### config.mk
export PLATFORM = sky130hd
export DESIGN_NAME = cache_victim_buffer
export DESIGN_NICKNAME = d
export VERILOG_FILES = /design/src/rtl/cache_victim_buffer_pkg.sv /design/src/rtl/cache_victim_match.sv /design/src/rtl/cache_victim_buffer.sv
export SDC_FILE = /design/constraint.sdc
export NUM_CORES = 2
export LEC_CHECK = 0
export ABC_CLOCK_PERIOD_IN_PS = 22600
export CAP_MARGIN = 40
export CORE_AREA = 2 2 650 652
export DETAILED_ROUTE_END_ITERATION = 16
export DIE_AREA = 0 0 652 654
export PLACE_DENSITY = 0.47
export SYNTH_ARGS = -nofsm -noshare
export SYNTH_HDL_FRONTEND = slang
export SYNTH_HIERARCHICAL = 1
export SYNTH_SLANG_ARGS = --single-unit
### constraint.sdc
create_clock -name clk -period 22.6 [get_ports clk]
set_clock_uncertainty 0.2 [all_clocks]
set_input_delay 6.78 -clock clk [delete_from_list [all_inputs] [get_ports clk]]
set_output_delay 6.78 -clock clk [all_outputs]
set_load 0.1 [all_outputs]
### src/rtl/cache_victim_buffer_pkg.sv
// Shared types for the D$ victim buffer.
package cvw;

  typedef enum logic [0:0] {
    VB_IDLE,
    VB_WRITE
  } victimbufstate_t;

endpackage

### src/rtl/cache_victim_match.sv
// CAM compare of a lookup tag against all buffered tags, with youngest-first priority select.
module cache_victim_match #(
  parameter int unsigned NumEntries = 4,
  parameter int unsigned TagBits    = 26,
  localparam int unsigned IdxBits   = $clog2(NumEntries)
) (
  input  logic [NumEntries-1:0]              valid_i,
  input  logic [NumEntries-1:0][TagBits-1:0] tags_i,
  input  logic [IdxBits-1:0]                 head_i,
  input  logic [TagBits-1:0]                 lookup_tag_i,
  output logic                               hit_o,
  output logic [NumEntries-1:0]              sel_o
);

  logic [NumEntries-1:0] match;

  // Per-entry tag compare, qualified by valid.
  always_comb begin
    match = '0;
    for (int unsigned i = 0; i < NumEntries; i++) begin
      match[i] = valid_i[i] && (tags_i[i] == lookup_tag_i);
    end
  end

  // Walk from head (oldest) towards tail; a later match overrides, so the youngest wins.
  always_comb begin
    logic [IdxBits-1:0] idx;
    hit_o = 1'b0;
    sel_o = '0;
    idx   = '0;
    for (int unsigned k = 0; k < NumEntries; k++) begin
      idx = head_i + IdxBits'(k);
      if (match[idx]) begin
        sel_o      = '0;
        sel_o[idx] = 1'b1;
        hit_o      = 1'b1;
      end
    end
  end

endmodule

### src/rtl/cache_victim_buffer.sv
// Multi-entry write-back victim buffer: single-cycle enqueue of evicted dirty lines,
// background FIFO drain to the bus, and read forwarding of buffered lines to misses.
module cache_victim_buffer import cvw::*; #(
  parameter int unsigned PA_BITS         = 32,
  parameter int unsigned LINELEN         = 512,
  parameter int unsigned NUMENTRIES      = 4,
  parameter int unsigned DRAIN_THRESHOLD = 1,
  localparam int unsigned CntBits        = $clog2(NUMENTRIES) + 1
) (
  input  logic               clk,
  input  logic               reset_n,
  input  logic               EnqValid,
  output logic               EnqReady,
  input  logic [PA_BITS-1:0] EnqAdr,
  input  logic [LINELEN-1:0] EnqLine,
  input  logic [PA_BITS-1:0] LookupAdr,
  output logic               LookupHit,
  output logic [LINELEN-1:0] LookupLine,
  output logic               BusWrite,
  output logic [PA_BITS-1:0] BusAdr,
  output logic [LINELEN-1:0] BusLine,
  input  logic               BusAck,
  input  logic               FlushReq,
  output logic               FlushDone,
  output logic [CntBits-1:0] Count
);

  localparam int unsigned OffBits = $clog2(LINELEN / 8);
  localparam int unsigned TagBits = PA_BITS - OffBits;
  localparam int unsigned IdxBits = $clog2(NUMENTRIES);

  // Pointers carry a wrap bit above the index so full and empty are distinguishable.
  logic [CntBits-1:0]                 head_q, head_d, tail_q, tail_d;
  logic [NUMENTRIES-1:0]              valid_q, valid_d;
  logic [NUMENTRIES-1:0][TagBits-1:0] tag_q;
  logic [LINELEN-1:0]                 data_q [NUMENTRIES];
  victimbufstate_t                    state_q, state_d;

  logic [IdxBits-1:0]    head_idx, tail_idx;
  logic                  empty, full, enq, pop;
  logic [CntBits-1:0]    post_pop;
  logic                  hit;
  logic [NUMENTRIES-1:0] sel;
  logic                  unused_offsets;

  assign head_idx = head_q[IdxBits-1:0];
  assign tail_idx = tail_q[IdxBits-1:0];
  assign empty    = (head_q == tail_q);
  assign full     = (head_idx == tail_idx) && (head_q[CntBits-1] != tail_q[CntBits-1]);
  assign Count    = tail_q - head_q;
  assign post_pop = Count - CntBits'(1);

  assign EnqReady = ~full;
  assign enq      = EnqValid & ~full;
  assign pop      = (state_q == VB_WRITE) & BusAck;

  // Line-offset address bits carry no information for a line-granular buffer.
  assign unused_offsets = ^{EnqAdr[OffBits-1:0], LookupAdr[OffBits-1:0]};

  // Pointer and valid-bit next state.
  always_comb begin
    head_d  = head_q;
    tail_d  = tail_q;
    valid_d = valid_q;
    if (pop) begin
      head_d            = head_q + CntBits'(1);
      valid_d[head_idx] = 1'b0;
    end
    if (enq) begin
      tail_d            = tail_q + CntBits'(1);
      valid_d[tail_idx] = 1'b1;
    end
  end

  // Drain FSM: threshold-triggered, or forced by a held flush request.
  always_comb begin
    state_d = state_q;
    unique case (state_q)
      VB_IDLE: begin
        if ((Count >= CntBits'(DRAIN_THRESHOLD)) || (FlushReq && !empty)) state_d = VB_WRITE;
      end
      VB_WRITE: begin
        if (BusAck) begin
          if ((post_pop >= CntBits'(DRAIN_THRESHOLD)) || (FlushReq && (post_pop != '0))) begin
            state_d = VB_WRITE;
          end else begin
            state_d = VB_IDLE;
          end
        end
      end
      default: state_d = VB_IDLE;
    endcase
  end

  // Control state with synchronous reset; an in-flight bus write is simply abandoned.
  always_ff @(posedge clk) begin
    if (!reset_n) begin
      head_q  <= '0;
      tail_q  <= '0;
      valid_q <= '0;
      state_q <= VB_IDLE;
    end else begin
      head_q  <= head_d;
      tail_q  <= tail_d;
      valid_q <= valid_d;
      state_q <= state_d;
    end
  end

  // Entry tag/data storage, not reset.
  always_ff @(posedge clk) begin
    if (enq) begin
      tag_q[tail_idx]  <= EnqAdr[PA_BITS-1:OffBits];
      data_q[tail_idx] <= EnqLine;
    end
  end

  cache_victim_match #(
    .NumEntries (NUMENTRIES),
    .TagBits    (TagBits)
  ) u_match (
    .valid_i      (valid_q),
    .tags_i       (tag_q),
    .head_i       (head_idx),
    .lookup_tag_i (LookupAdr[PA_BITS-1:OffBits]),
    .hit_o        (hit),
    .sel_o        (sel)
  );

  // AND-OR mux of the one-hot selected entry; yields zero on a miss.
  always_comb begin
    LookupLine = '0;
    for (int unsigned i = 0; i < NUMENTRIES; i++) begin
      LookupLine = LookupLine | (data_q[i] & {LINELEN{sel[i]}});
    end
  end

  assign LookupHit = hit;
  assign BusWrite  = (state_q == VB_WRITE);
  assign BusAdr    = {tag_q[head_idx], {OffBits{1'b0}}};
  assign BusLine   = data_q[head_idx];
  assign FlushDone = FlushReq & empty & (state_q == VB_IDLE);

endmodule

==> metrics <==
outcome=finished clean; sequential fraction of the synthesis area=71.3%; WP depth=14; path category of the worst min-delay check=reg2reg; effective utilization at floorplan=21.7%; start point of the critical path=LookupAdr[17]; sinks on the clock net=2,165; post-route antenna net violation count=0; area of the mapped netlist=91,000 um^2; fraction of layout cells with a size suffix above 1=27.8%; largest family of logic cells by synthesized area=multiplexers; non-filler cells in the finished layout=13,262; global route total overflow=0; pin count of the biggest net entering global routing=127; last weighted congestion value of the routability-driven placer=0.851; achievable clock frequency=51.8 MHz; count of vias placed by the detailed router=62,699; slack of the worst reg-to-reg path=16,990 ps; dpl cells=12,722; post-synthesis compound-gate area fraction=8.68%; height of the chip=654 um; share of cell area taken by muxes after synthesis=13.3%; max_slew headroom=25.2%; kind of end point of the critical path=primary output; worst reg2reg path endpoint=data_q[0][414]; number of antenna violations at the first check in global routing=144; maximum buffer depth of the clock tree=4; CP cell instances=clkdlybuf4s50_1 > xnor2_1 > nand4_1 > nor4_4 > nand2_2 > o2111ai_2 > or2_4 > o32a_2 > buf_4 > buf_4 > a22oi_1 > nand2_1 > clkdlybuf4s50_1 > buf_8; maximum fanout count along the critical path=42; xor-xnor portion of the synthesized cell area=1.20%; area share of fa/ha/maj cells after synthesis=0.256%; count of boundary I/O pins=1,644; Post-Synth Simple-Gate Area=2.88%; count of standard-cell rows=238; destination of the critical timing path=LookupLine[471]; wirelength, routed=404,000 um; cell type with the highest aggregate area in the netlist=edfxtp_1; full die area=426,000 um^2; number of clock buffers inserted by TritonCTS=265; WHS=300 ps; count of buffer and inverter cells on the critical path=5; Final setup viols=0; data required time at the worst endpoint=15,620 ps; DPL Wire Length=286,000 um; Worst Setup Start Kind=input port; number of enable-type register cells in the synthesized netlist=2,152; DRC viols=0; number of instances resized during post-cts repair=0; Final Slew Violations=0; share of the clock period used by the worst path=85.4%; clock-pin transition on the worst setup and hold timing paths=60 ps; number of vias per cell=4.73; I/O Buffers=1,625; Setup Fix Bufs, Post-CTS=0; cells taking the most area after synthesis=edfxtp_1, mux4_2, a22oi_1; Die Span X=652 um; Fin Setup TNS=0 ps; count of nets after finishing=8,068; source-to-sink clock delay at the later pin of the worst-skew pair=860 ps; wire length of the first global-routing pass=544,000 um; crit-path leading delay family=buffers and inverters; WL per Instance=30.5 um; number of violations reported at the end of detailed-routing iteration 0=6,168; worst reg-to-reg path cell count=9; area grow syn2layout=59.4%; slowest CP cell=buf_4; #FFs+latches synth=2,165; Arrival @ worst endpoint=12,320 ps; Least-Margin Pin Slew=1120 ps; shortest period the worst path allows=19,300 ps; area of the core=419,000 um^2; clock tree from TritonCTS=done; number of fillers in the final layout=38,676; overall fraction of global-route tracks in use=18.1%; static leakage power=49.3 nW; critical setup path kind=in2out; final hold vios=0; count of max-cap constraint violations=0; cell count after synthesis=4,885; worst r2r src=head_q[1]; synthesized area per cell=18.6 um^2; number of distinct library cells after synthesis=51; total power density per cell area=85.7 nW/um^2; CTS Hold Buffers Added=0; CTS H-tree lvls=5; area share of the largest cell type after synthesis=71.0%; DRT Pass-1 Iters=8; via count of the first global-routing pass=64,273; most used flip-flop cell after synthesis=edfxtp_1; buffer type at the clock tree root=clkbuf_16; maximum ir drop on the vdd rail=75.4 uV; setup repair after global routing missed its margin=no; critical path's largest stage delay=670 ps; count of synthesis-stage warnings from yosys=6; fraction of registers with async set/reset=0%
==> flip-flops by register name, indices dropped and copies added (netlist names), named ones only <==
signal,count
tag_q,104
data_q,2048
tail_q,3
valid_q,4
head_q,3
BusWrite,1
==> area by class of cell <==
type | count | area [um^2] | area share [%]
flip-flops and latches | 2165 | 64900 | 44.7
well taps | 5520 | 6910 | 4.76
clock buffers | 326 | 6880 | 4.74
repair buffers | 2695 | 40800 | 28.1
diodes | 70 | 175 | 0.121
inverters | 14 | 60.1 | 0.0414
multi-input cells | 2328 | 24000 | 16.5
clock inverters | 144 | 1360 | 0.937
==> report_power, final <==
| part | total, W | switching [W] | internal [W] | leakage, nW |
|---|---|---|---|---|
| combinational | 0.00363 | 0.00215 | 0.00148 | 25.5 |
| sequential | 0.00472 | 0.0000830 | 0.00464 | 19.9 |
| clock | 0.00408 | 0.00176 | 0.00232 | 3.97 |
==> cells in the mapped netlist (5+ instances only) <==
master    instances
nand4_1          28
buf_2           124
ha_1             17
buf_1            27
nor3_2            5
nand2_1         521
a22oi_1        1024
dfxtp_1          13
buf_4            13
nand3_1           8
edfxtp_1       2152
inv_1            14
xnor2_2          13
xnor2_1          96
buf_6            64
clkbuf_1        155
mux4_2          538
and2_1           10
==> kinds of logic (layout without fill, tap and decap cells) <==
logic type	Yosys count	after routing
buffers and inverters	397	3179
AOI/OAI and AO/OA	1047	1047
muxes	540	540
other	1	76
xor gates and xnor gates	111	111
and+or+nand+nor	606	606
DFF	2165	2165
adders and majority gates	18	18
==> placed cells by master, fill, tap and decap left out, types with 11 or more instances in the layout <==
master / instances
buf_16: 730
nand2_1: 521
a22oi_1: 1024
diode_2: 70
nand4_1: 28
buf_8: 225
clkinvlp_4: 16
xnor2_2: 13
clkbuf_1: 60
buf_12: 43
buf_4: 163
mux4_2: 538
clkinv_2: 38
ha_1: 17
xnor2_1: 96
clkdlybuf4s50_1: 1519
bufinv_16: 11
edfxtp_1: 2152
clkinv_1: 46
inv_1: 13
clkbuf_16: 266
buf_2: 14
==> worst register-to-register path, stage by stage (launching register included) <==
cell and delay [ps]:
dfxtp_2 330, buf_4 520, inv_1 210, ha_1 380, nand2_1 180, o21a_4 180, and2_4 700, buf_4 810
buf_4 840, buf_12 610
==> metrics by stage <==
stage	setup slack [ps]	power, W	util [%]	area (um^2)
3_5_place_dp	3220	0.00845	32.6	137000
2_1_floorplan	4270	0.00668	-	91100
3_3_place_gp	2810	0.00743	27.0	113000
6_report	3300	0.0124	34.6	145000
4_1_cts	3220	0.0126	34.6	145000
5_1_grt	3130	0.0128	34.6	145000
==> metal layers <==
layer,global-route usage [%],routed length [um]
met4,11.0,26100
met1,21.7,152000
met3,4.70,32900
met2,29.3,193000
met5,0,473
==> worst min path at each step <==
stage               start    endpoint  slack, ps  cells after the start
3_5_place_dp   valid_q[3]  valid_q[3]        290                      2
5_1_grt        valid_q[3]  valid_q[3]        320                      2
3_3_place_gp   valid_q[3]  valid_q[3]        280                      2
2_1_floorplan  valid_q[3]  valid_q[3]        240                      2
4_1_cts        valid_q[3]  valid_q[3]        300                      2
6_report       valid_q[3]  valid_q[3]        300                      2
Power figures use the tool's default switching activity.
